## src/rtl/ws2812_rx_if.sv

```systemverilog
// Signal bundle between a WS2812 line source and the ws2812_rx decoder.
// The master side drives the raw line; the slave side returns decoded words and pulses.
interface ws2812_rx_if;
   logic        din;
   logic [23:0] rgb_data;
   logic        valid;
   logic        frame_end;
   logic [15:0] word_count;
   logic        error;

   modport master (
      output din,
      input  rgb_data,
      input  valid,
      input  frame_end,
      input  word_count,
      input  error
   );

   modport slave (
      input  din,
      output rgb_data,
      output valid,
      output frame_end,
      output word_count,
      output error
   );
endinterface

```

## src/rtl/ws2812_rx.sv

```systemverilog
// WS2812 single-wire decoder: classifies pulse high times into bits, rebuilds 24-bit
// MSB-first words and reports frame ends after a long low period.
module ws2812_rx #(
   parameter int unsigned CLK_FREQ      = 27000000,
   parameter int unsigned T_THRESH_NS   = 600,
   parameter int unsigned T_MIN_HIGH_NS = 100,
   parameter int unsigned T_MAX_HIGH_NS = 5000,
   parameter int unsigned T_RESET_US    = 50
) (
   input  logic       clk,
   input  logic       rst,
   ws2812_rx_if.slave bus
);

   localparam longint unsigned ThreshCyc64 =
      (64'(CLK_FREQ) * 64'(T_THRESH_NS)) / 64'd1000000000;
   localparam longint unsigned MinCyc64 =
      (64'(CLK_FREQ) * 64'(T_MIN_HIGH_NS)) / 64'd1000000000;
   localparam longint unsigned MaxCyc64 =
      (64'(CLK_FREQ) * 64'(T_MAX_HIGH_NS)) / 64'd1000000000;
   localparam longint unsigned ResetCyc64 =
      (64'(CLK_FREQ) * 64'(T_RESET_US)) / 64'd1000000;

   localparam logic [16:0] ThreshCyc = 17'(ThreshCyc64);
   localparam logic [16:0] MinCyc    = 17'(MinCyc64);
   localparam logic [16:0] MaxCyc    = 17'(MaxCyc64);
   localparam logic [16:0] ResetCyc  = 17'(ResetCyc64);

   typedef enum logic [1:0] {
      StSyncWait,
      StIdle,
      StHigh,
      StLow
   } state_e;

   logic        din_meta_q, din_s_q, din_p_q;
   logic        rise, fall;
   logic [16:0] run_len;
   logic        bit_val;
   logic [23:0] shifted;

   state_e      state_q, state_d;
   logic [15:0] tcnt_q, tcnt_d;
   logic [23:0] shift_q, shift_d;
   logic [4:0]  bit_cnt_q, bit_cnt_d;
   logic [23:0] rgb_data_q, rgb_data_d;
   logic        valid_q, valid_d;
   logic        frame_end_q, frame_end_d;
   logic [15:0] word_count_q, word_count_d;
   logic        error_q, error_d;

   assign rise = din_s_q & ~din_p_q;
   assign fall = ~din_s_q & din_p_q;

   // tcnt clears on the edge cycle, so tcnt+1 is the length of the level that just ended
   // (on an edge) or the number of completed cycles of the current level (otherwise).
   assign run_len = {1'b0, tcnt_q} + 17'd1;
   assign bit_val = (run_len >= ThreshCyc);
   assign shifted = {shift_q[22:0], bit_val};

   always_comb begin
      state_d      = state_q;
      tcnt_d       = (rise | fall) ? 16'd0 :
                     (tcnt_q == 16'hFFFF) ? tcnt_q : tcnt_q + 16'd1;
      shift_d      = shift_q;
      bit_cnt_d    = bit_cnt_q;
      rgb_data_d   = rgb_data_q;
      valid_d      = 1'b0;
      frame_end_d  = 1'b0;
      error_d      = 1'b0;
      // word_count is visible through the frame_end cycle, then drops to zero.
      word_count_d = frame_end_q ? 16'd0 : word_count_q;

      unique case (state_q)
         StSyncWait: begin
            bit_cnt_d = 5'd0;
            if (!din_s_q && !fall && (run_len >= ResetCyc)) begin
               state_d      = StIdle;
               word_count_d = 16'd0;
            end
         end

         StIdle: begin
            if (rise) begin
               state_d = StHigh;
            end
         end

         StHigh: begin
            if (fall) begin
               if (run_len < MinCyc) begin
                  error_d   = 1'b1;
                  bit_cnt_d = 5'd0;
                  state_d   = StSyncWait;
               end else begin
                  shift_d = shifted;
                  state_d = StLow;
                  if (bit_cnt_q == 5'd23) begin
                     rgb_data_d   = shifted;
                     valid_d      = 1'b1;
                     bit_cnt_d    = 5'd0;
                     word_count_d = (word_count_q == 16'hFFFF) ? word_count_q
                                                               : word_count_q + 16'd1;
                  end else begin
                     bit_cnt_d = bit_cnt_q + 5'd1;
                  end
               end
            end else if (run_len >= MaxCyc) begin
               error_d   = 1'b1;
               bit_cnt_d = 5'd0;
               state_d   = StSyncWait;
            end
         end

         StLow: begin
            if (rise) begin
               state_d = StHigh;
            end else if (!din_s_q && (run_len >= ResetCyc)) begin
               frame_end_d = 1'b1;
               error_d     = (bit_cnt_q != 5'd0);
               bit_cnt_d   = 5'd0;
               state_d     = StIdle;
            end
         end

         default: begin
            state_d = StSyncWait;
         end
      endcase
   end

   always_ff @(posedge clk) begin
      if (rst) begin
         din_meta_q   <= 1'b0;
         din_s_q      <= 1'b0;
         din_p_q      <= 1'b0;
         state_q      <= StSyncWait;
         tcnt_q       <= 16'd0;
         shift_q      <= 24'd0;
         bit_cnt_q    <= 5'd0;
         rgb_data_q   <= 24'd0;
         valid_q      <= 1'b0;
         frame_end_q  <= 1'b0;
         word_count_q <= 16'd0;
         error_q      <= 1'b0;
      end else begin
         din_meta_q   <= bus.din;
         din_s_q      <= din_meta_q;
         din_p_q      <= din_s_q;
         state_q      <= state_d;
         tcnt_q       <= tcnt_d;
         shift_q      <= shift_d;
         bit_cnt_q    <= bit_cnt_d;
         rgb_data_q   <= rgb_data_d;
         valid_q      <= valid_d;
         frame_end_q  <= frame_end_d;
         word_count_q <= word_count_d;
         error_q      <= error_d;
      end
   end

   assign bus.rgb_data   = rgb_data_q;
   assign bus.valid      = valid_q;
   assign bus.frame_end  = frame_end_q;
   assign bus.word_count = word_count_q;
   assign bus.error      = error_q;

endmodule
```

## src/flat_wrapper.sv

```systemverilog
// flat-port wrapper written by rule: the top's interface ports become plain ports
module ws2812_rx_flat 
#(
   parameter int unsigned CLK_FREQ      = 27000000,
   parameter int unsigned T_THRESH_NS   = 600,
   parameter int unsigned T_MIN_HIGH_NS = 100,
   parameter int unsigned T_MAX_HIGH_NS = 5000,
   parameter int unsigned T_RESET_US    = 50
)
  (clk, rst, bus_din, bus_rgb_data, bus_valid, bus_frame_end, bus_word_count, bus_error);
  ws2812_rx_if bus_i ();
  input  logic clk;
  input  logic rst;
  input wire logic [$bits(bus_i.din)-1:0] bus_din;
  output wire logic [$bits(bus_i.rgb_data)-1:0] bus_rgb_data;
  output wire logic [$bits(bus_i.valid)-1:0] bus_valid;
  output wire logic [$bits(bus_i.frame_end)-1:0] bus_frame_end;
  output wire logic [$bits(bus_i.word_count)-1:0] bus_word_count;
  output wire logic [$bits(bus_i.error)-1:0] bus_error;
  assign bus_i.din = bus_din;
  assign bus_rgb_data = bus_i.rgb_data;
  assign bus_valid = bus_i.valid;
  assign bus_frame_end = bus_i.frame_end;
  assign bus_word_count = bus_i.word_count;
  assign bus_error = bus_i.error;
  ws2812_rx #(.CLK_FREQ(CLK_FREQ), .T_THRESH_NS(T_THRESH_NS), .T_MIN_HIGH_NS(T_MIN_HIGH_NS), .T_MAX_HIGH_NS(T_MAX_HIGH_NS), .T_RESET_US(T_RESET_US)) u_core (.clk(clk), .rst(rst), .bus(bus_i));
endmodule
```

## config.mk

```make
export PLATFORM = sky130hd
export DESIGN_NAME = ws2812_rx_flat
export DESIGN_NICKNAME = d
export VERILOG_FILES = /design/src/rtl/ws2812_rx_if.sv /design/src/rtl/ws2812_rx.sv /design/src/flat_wrapper.sv
export SDC_FILE = /design/constraint.sdc
export NUM_CORES = 1
export LEC_CHECK = 0
export CAP_MARGIN = 10
export CORE_ASPECT_RATIO = 1.25
export CORE_MARGIN = 10
export CORE_UTILIZATION = 55
export CTS_BUF_LIST = sky130_fd_sc_hd__clkbuf_8 sky130_fd_sc_hd__clkbuf_16
export DETAILED_ROUTE_END_ITERATION = 8
export MAX_ROUTING_LAYER = met4
export PLACE_DENSITY = 0.78
export SLEW_MARGIN = 0
export SYNTH_ARGS = -nofsm -noshare
export SYNTH_HDL_FRONTEND = slang
export SYNTH_SLANG_ARGS = --single-unit
```

## constraint.sdc

```tcl
create_clock -name clk -period 3.23 [get_ports clk]
set_clock_uncertainty 0.15 [all_clocks]
set_input_delay 0.646 -clock clk [delete_from_list [all_inputs] [get_ports clk]]
set_output_delay 0.646 -clock clk [all_outputs]
set_load 0.02 [all_outputs]
```

# Word-level counts from Yosys, hierarchy flattened
# Cells that the tools add are included.
# W data, S select, Z words.
[op_classes]
bitwise_logic = 9
mul = 0
n_eq_ne = 13
muxes = 30
add_sub_neg = 4
div = 0
n_lt_le_gt_ge = 4
shift = 0
n_reduce_logical = 15
[op_table]
columns = ["op", "count"]
rows = [
  ["$mux W16", 6],
  ["$add A16 B1 Y16 const B", 2],
  ["$eq A16 B16 Y1 const B", 2],
  ["$pmux W16 S2", 1],
  ["$mux W5", 6],
  ["$add A16 B1 Y17 const B", 1],
  ["$ge A17 B11 Y1 const B", 1],
  ["$ge A17 B5 Y1 const B", 1],
  ["$ge A17 B8 Y1 const B", 1],
  ["$lt A17 B2 Y1 const B", 1],
  ["$pmux W5 S3", 1],
  ["$mux W2", 7],
  ["$reduce_and A4 Y1", 3],
  ["$pmux W2 S4", 1],
  ["$mux W1", 7],
  ["$ne A2 B1 Y1 const B", 3],
  ["$ne A3 B1 Y1 const B", 2],
  ["$not A1 Y1", 6],
  ["$add A5 B1 Y5 const B", 1],
  ["$eq A5 B5 Y1 const B", 1],
  ["$ne A5 B5 Y1 const B", 1],
  ["$reduce_bool A5 Y1", 1],
  ["$eq A2 B2 Y1 const B", 2],
  ["$reduce_or A4 Y1", 1],
  ["other kinds (12)", 16],
]
[word_totals]
input_bits = 3
latchBits = 0
elab_cells = 87
mem_bits_ro = 0
out_inout_bits = 43
memories = 0
ramBits = 0
reg_bits = 92

# Logic depth before layout (Yosys ltp)
# Gate-level depths: netlist of the first run.
[logic_depth]
ltp_word = 7
depth_mapped = 11

# Worst setup path after synthesis of the first run
# No wires, ideal clock.
[synth_path]
path_kind = "register to register"
from = "register u_core.tcnt_q[1]"
to = "register u_core.shift_q[18]"
setup_ps = 132
t_required_ps = 2948
setup_slack_ps = 463
synth_period_minus_slack_ps = 2767
arrival_ps = 2485
stages_incl_launch_ff = 12
cell_sequence = "dfxtp_1 -> ha_1 -> buf_2 -> nand2_1 -> nor3_1 -> or4_1 -> a2111o_4 -> and3_1 -> buf_2 -> buf_2 -> nand2_1 -> a21oi_1"
[synth_via]
elab_chain_len = 4
[synth_rtl]
columns = ["element", "line", "rtl"]
rows = [
  ["start: declaration", "ws2812_rx.sv:43", "logic [15:0] tcnt_q, tcnt_d;"],
  ["start signal: assignment", "ws2812_rx.sv:151", "tcnt_q <= tcnt_d;"],
  ["$add A16 B1 Y17", "ws2812_rx.sv:57", "assign run_len = {1'b0, tcnt_q} + 17'd1;"],
  ["$lt A17 B2 Y1", "ws2812_rx.sv:91", "if (run_len < MinCyc) begin"],
  ["$not A1 Y1 (no line)", "-", ""],
  ["$reduce_and A3 Y1 (no line)", "-", ""],
  ["end signal: assignment", "ws2812_rx.sv:152", "shift_q <= shift_d;"],
  ["end: declaration", "ws2812_rx.sv:44", "logic [23:0] shift_q, shift_d;"],
]
# No other way between the ends.
# A chain may end at the register's enable or synchronous reset.

# Worst setup path in the final report of the first run
[layout_path]
from = "register u_core.tcnt_q[0]"
to = "register u_core.rgb_data_q[16] (netlist: u_core.bus.rgb_data[16])"
[layout_via]
elab_chain_len = 4
[layout_rtl]
columns = ["element", "line", "rtl"]
rows = [
  ["$add A16 B1 Y17", "ws2812_rx.sv:57", ""],
  ["$lt A17 B2 Y1", "ws2812_rx.sv:91", ""],
  ["$not A1 Y1 (no line)", "-", ""],
  ["$reduce_and A4 Y1 (no line)", "-", ""],
  ["end signal: assignment", "ws2812_rx.sv:154", "rgb_data_q <= rgb_data_d;"],
  ["end: declaration", "ws2812_rx.sv:46", "logic [23:0] rgb_data_q, rgb_data_d;"],
]
# No other way between the ends.

==> impl_metrics.tcl, run 1 <==
set metrics [dict create \
    maximum_number_of_pins_on_one_net_before_global_route_repair 39 \
    critical_path_required_ns 3.31 \
    powerDensity_mw_per_mm2 388 \
    post-dp-hpwl_um 7330 \
    cts_buffers 9 \
    crit_family "simple AND/OR/NAND/NOR gates" \
    most-common-layout-cells "sky130_fd_sc_hd__nand2_1, sky130_fd_sc_hd__dfxtp_1, sky130_fd_sc_hd__a21oi_1, sky130_fd_sc_hd__clkdlybuf4s50_1, sky130_fd_sc_hd__nor2_1" \
    yosys_most_used_dff "sky130_fd_sc_hd__dfxtp_1" \
    worst_skew_pair.late_latency_ns 0.37 \
    globalRoute.totalOverflow 0 \
    tightest_slew_ns 0.644 \
    synth_cell_types 58 \
    path_class "reg2reg" \
    critPathSlowestCell "sky130_fd_sc_hd__a2111o_4" \
    syn_area_sq_mm 0.00439 \
    synth-edff-count 0 \
    route.detailed.drc 0 \
    utilization_pct 65.5 \
    die_width_um 99.9 \
    ctsLongestPathBuffers 2 \
    routed-via-count 4009 \
    fp-row-count 36 \
    wirelength_um 10400 \
    wl_per_cell_um 15.3 \
    cts_clock_pin_slew_for_the_worst_setup_and_hold_paths_ns 0.10 \
    max_cap_violations 0 \
    crit_path_end_kind "flip-flop" \
    overall_die_area_sq_mm 0.0120 \
    area_growth_syn_to_layout_pct 16.3 \
    critical_path.cell_chain "ha_1, nand2_1, nor3_1, or4_1, a2111o_4, and2_1, buf_4, nand2_1, a21oi_1" \
    vdd_drop_max_mv 0.295 \
    initialDrtViolationCount 209 \
    synth_top_cell_area_share_pct 42.0 \
    critical_path.n_buffers_inverters 1 \
    worst_path_largest_cell_delay_ns 0.58 \
    ys_ff_latch 92 \
    postSynth.asyncResetShare_pct 0 \
    yosys-top-cells-area "sky130_fd_sc_hd__dfxtp_1, sky130_fd_sc_hd__nand2_1, sky130_fd_sc_hd__a21oi_1" \
    gr-usage-all-layers_pct 17.9 \
    synth_area_leader_cell "sky130_fd_sc_hd__dfxtp_1" \
    synth_seq_area_share_pct 42.0 \
    cp_data_arrival_time_ns 2.99 \
    syn-num-nets 552 \
    port_buffers 45 \
    min_period_ns 2.92 \
    crit_fanout 24 \
    post_cts.repair.setup_buffers 0 \
    status "completed" \
    setup_viol_count_final 0 \
    holdBufCountCts 0 \
    layout_worst_path_cycle_share_pct 90.3 \
    tritoncts "built" \
    timing.final.max_slew_violations 0 \
    number_of_antenna_violations_at_the_first_check_in_global_routing 0 \
    route.detailed.vias_per_inst 5.91 \
    drive_above_1_share_pct 7.20 \
    fmax_mhz 343 \
    antennaDiodeCount 0 \
    grt_setup_unrepaired "no" \
    cts.root.buffer_cell "sky130_fd_sc_hd__clkbuf_8" \
    first_global_vias 3840 \
    drtPass1Iterations 5 \
    crit_top_cell "sky130_fd_sc_hd__nand2_1" \
    layout.cells.most_common "sky130_fd_sc_hd__nand2_1" \
    finalNetCount 589 \
    gpl.final_weighted_congestion 0.886 \
    grt_pass1_wl_um 17700 \
    leakagePower_uw 0.00176 \
    yosysWarningCount 0 \
    relSlewSlack_pct 57.1 \
    fin_setup_tns_ns 0 \
    final_antenna_net_count 0 \
    synthCells 541 \
    die_h_um 120 \
    critical_path.startpoint_type "flip-flop" \
    final_hold_viol_count 0 \
    core_area_sq_mm 0.00779 \
    top_level_ports 46 \
    clkSinkCount 92 \
    path_class_of_the_lowest_slack_min_delay_path "reg2reg" \
    post_cts.resized_instances 0 \
    htree_num_levels 3 \
    start_util_pct 56.3 \
    syn_area_per_cell_sq_um 8.11 \
]
cell type report:
cell class / instances / area [sq um]
inverter: 12 / 45.0
fill: 680 / 2690
timing repair buffer: 59 / 563
clock buffer: 9 / 124
multi-input combinational: 404 / 2350
tap: 95 / 119
clock inverter: 7 / 65.1
sequential: 92 / 1840
flip-flops by register name, summed over array words and instances, names as in the netlist:
register               cells
u_core.shift_q            23
u_core.bus.word_count     16
u_core.bus.valid           1
u_core.bus.rgb_data       24
u_core.din_s_q             1
u_core.tcnt_q             16
u_core.state_q             2
u_core.din_meta_q          1
u_core.bit_cnt_q           5
u_core.din_p_q             1
u_core.bus.error           1
u_core.bus.frame_end       1
power by group:
| group | total [uW] | internal [uW] | switching, uW |
|---|---|---|---|
| clock | 759 | 302 | 457 |
| combinational | 79.6 | 26.8 | 52.8 |
| sequential | 1140 | 1140 | 3.08 |
synth_stat cells (all sizes together), types with 5 or more instances:
library cell,n
nand2,110
dfxtp,92
a21oi,66
nor2,30
nand3,26
buf,17
clkbuf,16
nor3,15
xnor2,13
inv,12
o21ai,11
nand4,9
and3,8
ha,8
nor2b,8
a22o,7
a211oi,6
a31oi,6
mux2i,6
and4,5
or3,5
worst paths after layout:
path,depth (start not counted),slack [ns],from,end
max,9,0.31,u_core.tcnt_q[0]$_SDFFE_PP0N_,u_core.bus.rgb_data[16]$_SDFFE_PP0P_
min,2,0.31,u_core.shift_q[22]$_SDFFE_PP0P_,u_core.bus.rgb_data[23]$_SDFFE_PP0P_
max reg2reg,9,0.31,u_core.tcnt_q[0]$_SDFFE_PP0N_,u_core.bus.rgb_data[16]$_SDFFE_PP0P_
min reg2reg,2,0.31,u_core.shift_q[22]$_SDFFE_PP0P_,u_core.bus.rgb_data[23]$_SDFFE_PP0P_
per-layer routing:
metal  GRT usage [%]  vias up  wire length, um  part of all wire, %
li1                -     2003                -                    -
met1            20.6     1909             4560                   44
met2            29.8       78             5230                   50
met3            3.67       19              437                  4.2
met4            6.91        0              172                  1.7
met5               -        -                0                    0
logic make-up after synthesis:
logic type                 Yosys count  share of synthesized area (%)
xor gates and xnor gates            16                           3.19
AOI/OAI and AO/OA                  136                           20.7
DFF                                 92                           42.0
muxes                                7                           1.63
adders and majority gates            8                           2.28
buffers and inverters               45                           4.56
and+or+nand+nor                    237                           25.7
metrics by stage:
step | hold slack, ns | std cells | setup slack, ns | total power (uW) | area, sq um
final | 0.307 | 678 | 0.314 | 1980 | 5100
after floorplan | 0.264 | 541 | 0.463 | 1230 | 4390
after detailed placement | 0.298 | 662 | 0.344 | 1250 | 4910
after CTS | 0.310 | 678 | 0.316 | 1990 | 5100
after global routing | 0.338 | 678 | 0.146 | 2050 | 5100
after global placement | 0.279 | 662 | 0.421 | 1250 | 4910
worst reg2reg max path: cells and delay by family (launching register included):
kind            cells  cell delay (ns)
compound gates      2             0.64
fa+ha+maj           1             0.30
buf+inv             1             0.26
flops               1             0.33
simple gates        5             1.10
Power figures use the tool's default switching activity.
==> inputs of run 2 (changes only) <==
- CAP_MARGIN: 10 -> default
- GPL_ROUTABILITY_DRIVEN: default -> 0
==> impl_metrics.tcl, run 2 (synthesis results as in run 1) <==
set metrics [dict create \
    status "completed" \
    route.detailed.drc 0 \
    crit_path_end_kind "flip-flop" \
    die_width_um 99.9 \
    drive_above_1_share_pct 6.56 \
    cts_clock_pin_slew_for_the_worst_setup_and_hold_paths_ns 0.09 \
    die_h_um 120 \
    largest_register_ffs 24 \
    globalRoute.totalOverflow 0 \
    crit_fanout 24 \
    ff2ff_path_depth 9 \
    dpl_cell_area_sq_mm 0.00487 \
    setup_viol_count_final 0 \
    grt_pass1_wl_um 17300 \
    wirelength_um 10100 \
    min_period_ns 2.94 \
    clkSinkCount 92 \
    finalHoldWorstSlack_ns 0.301 \
    initialDrtViolationCount 251 \
    cts.root.buffer_cell "sky130_fd_sc_hd__clkbuf_8" \
    route.detailed.vias_per_inst 5.87 \
    most-common-layout-cells "sky130_fd_sc_hd__nand2_1, sky130_fd_sc_hd__dfxtp_1, sky130_fd_sc_hd__a21oi_1, sky130_fd_sc_hd__clkdlybuf4s50_1, sky130_fd_sc_hd__nor2_1" \
    core_area_sq_mm 0.00779 \
    layout.cells.most_common "sky130_fd_sc_hd__nand2_1" \
    finalNetCount 585 \
    timing.final.ws_setup_ns 0.286 \
    area_growth_syn_to_layout_pct 15.7 \
    final_antenna_net_count 0 \
    tritoncts "built" \
    fin_setup_tns_ns 0 \
    path_class_of_the_lowest_slack_min_delay_path "reg2reg" \
    vdd_drop_max_mv 0.287 \
    wl_per_cell_um 15.0 \
    path_class "reg2reg" \
    gr-usage-all-layers_pct 17.5 \
    critical_path_required_ns 3.32 \
    drtPass1Iterations 4 \
    dpl.cell_count 658 \
    overall_die_area_sq_mm 0.0120 \
    tightest_slew_ns 0.610 \
    htree_num_levels 3 \
    number_of_antenna_violations_at_the_first_check_in_global_routing 0 \
    holdBufCountCts 0 \
    routed-via-count 3956 \
    min_delay_path_depth 1 \
    critical_path.startpoint_type "flip-flop" \
    final_hold_viol_count 0 \
    max_cap_violations 0 \
    post-dp-hpwl_um 6990 \
    dp_slack_ns 0.222 \
    antennaDiodeCount 0 \
    port_buffers 45 \
    finalNonFillerCells 674 \
    start_util_pct 56.3 \
    cp_data_arrival_time_ns 3.04 \
    first_global_vias 3738 \
    layout_worst_path_cycle_share_pct 91.1 \
    fmax_mhz 340 \
    maximum_number_of_pins_on_one_net_before_global_route_repair 40 \
    top_level_ports 46 \
    relSlewSlack_pct 59.2 \
    final_design_area_no_fill_sq_mm 0.00507 \
    grt_setup_unrepaired "no" \
    timing.final.max_slew_violations 0 \
    worst_skew_pair.late_latency_ns 0.37 \
    ctsLongestPathBuffers 2 \
    fp-row-count 36 \
    leakagePower_uw 0.00173 \
    powerDensity_mw_per_mm2 395 \
    cts_buffers 9 \
]
==> run 2: changes by cell type in the layout (fill, tap and decap cells not counted), sizes merged <==
cell / change
clkbuf: +1
clkinv: -1
bufinv: +1
inv: -3
clkinvlp: +2
buf: -4
==> run 2: power breakdown <==
group	total (uW)	leakage, uW	switching (uW)	internal, uW
sequential	1140	0.000742	5.56	1140
clock	788	0.000100	410	377
combinational	73.6	0.000888	49.0	24.6
total	2000	0.00173	465	1540
==> run 2: area by class of cell <==
class	count	area, sq um
clock buffers	10	138
clock inverters	6	62.6
fillers	686	2720
inverters	12	45.0
multi-input cells	404	2350
flip-flops and latches	92	1840
well taps	95	119
repair buffers	55	520
==> run 2: critical path, cell delays in order, from the launching register on <==
cell and delay, ns:
sky130_fd_sc_hd__dfxtp_1 0.40, sky130_fd_sc_hd__ha_2 0.28, sky130_fd_sc_hd__nand2_1 0.15, sky130_fd_sc_hd__nor3_1 0.08, sky130_fd_sc_hd__or4_1 0.49, sky130_fd_sc_hd__a2111o_4 0.58
sky130_fd_sc_hd__and2_1 0.26, sky130_fd_sc_hd__buf_4 0.26, sky130_fd_sc_hd__nor2_1 0.12, sky130_fd_sc_hd__nor3_1 0.05
==> run 2: final timing paths <==
path / start / to / slack, ns
worst min-delay path: u_core.din_meta_q$_SDFF_PP0_ / u_core.din_s_q$_SDFF_PP0_ / 0.30
worst max register to register: u_core.tcnt_q[1]$_SDFFE_PP0N_ / u_core.bus.rgb_data[0]$_SDFFE_PP0P_ / 0.29
worst max-delay path: u_core.tcnt_q[1]$_SDFFE_PP0N_ / u_core.bus.rgb_data[0]$_SDFFE_PP0P_ / 0.29
worst min register to register: u_core.din_meta_q$_SDFF_PP0_ / u_core.din_s_q$_SDFF_PP0_ / 0.30
==> run 2: per-stage QoR <==
stage / total power [uW] / utilization, %
floorplan: 1230 / -
global placement: 1240 / 62.5
detailed placement: 1240 / 62.5
CTS: 2020 / 65.1
global route: 2070 / 65.1
finish: 2000 / 65.1
==> run 2: timing repair <==
| item | CTS | global route |
|---|---|---|
| buffers inserted | 0 | 0 |
| endpoints found under the setup margin | 0 | 2 |
| gates resized for setup | 0 | 1 |
| endpoints found under the hold margin | 0 | 0 |
==> run 2: per-layer routing <==
| layer | vias up | wire length, um | global-route usage (%) |
|---|---|---|---|
| li1 | 1996 | - | - |
| met1 | 1853 | 4580 | 20.2 |
| met2 | 92 | 4950 | 28.4 |
| met3 | 15 | 418 | 3.73 |
| met4 | 0 | 192 | 7.45 |
| met5 | - | 0 | - |
==> inputs of run 3 (changes only) <==
- CAP_MARGIN: default -> 20
==> results of run 3 <==
No change in the layout: final DEF, timing and power equal those of run 2.
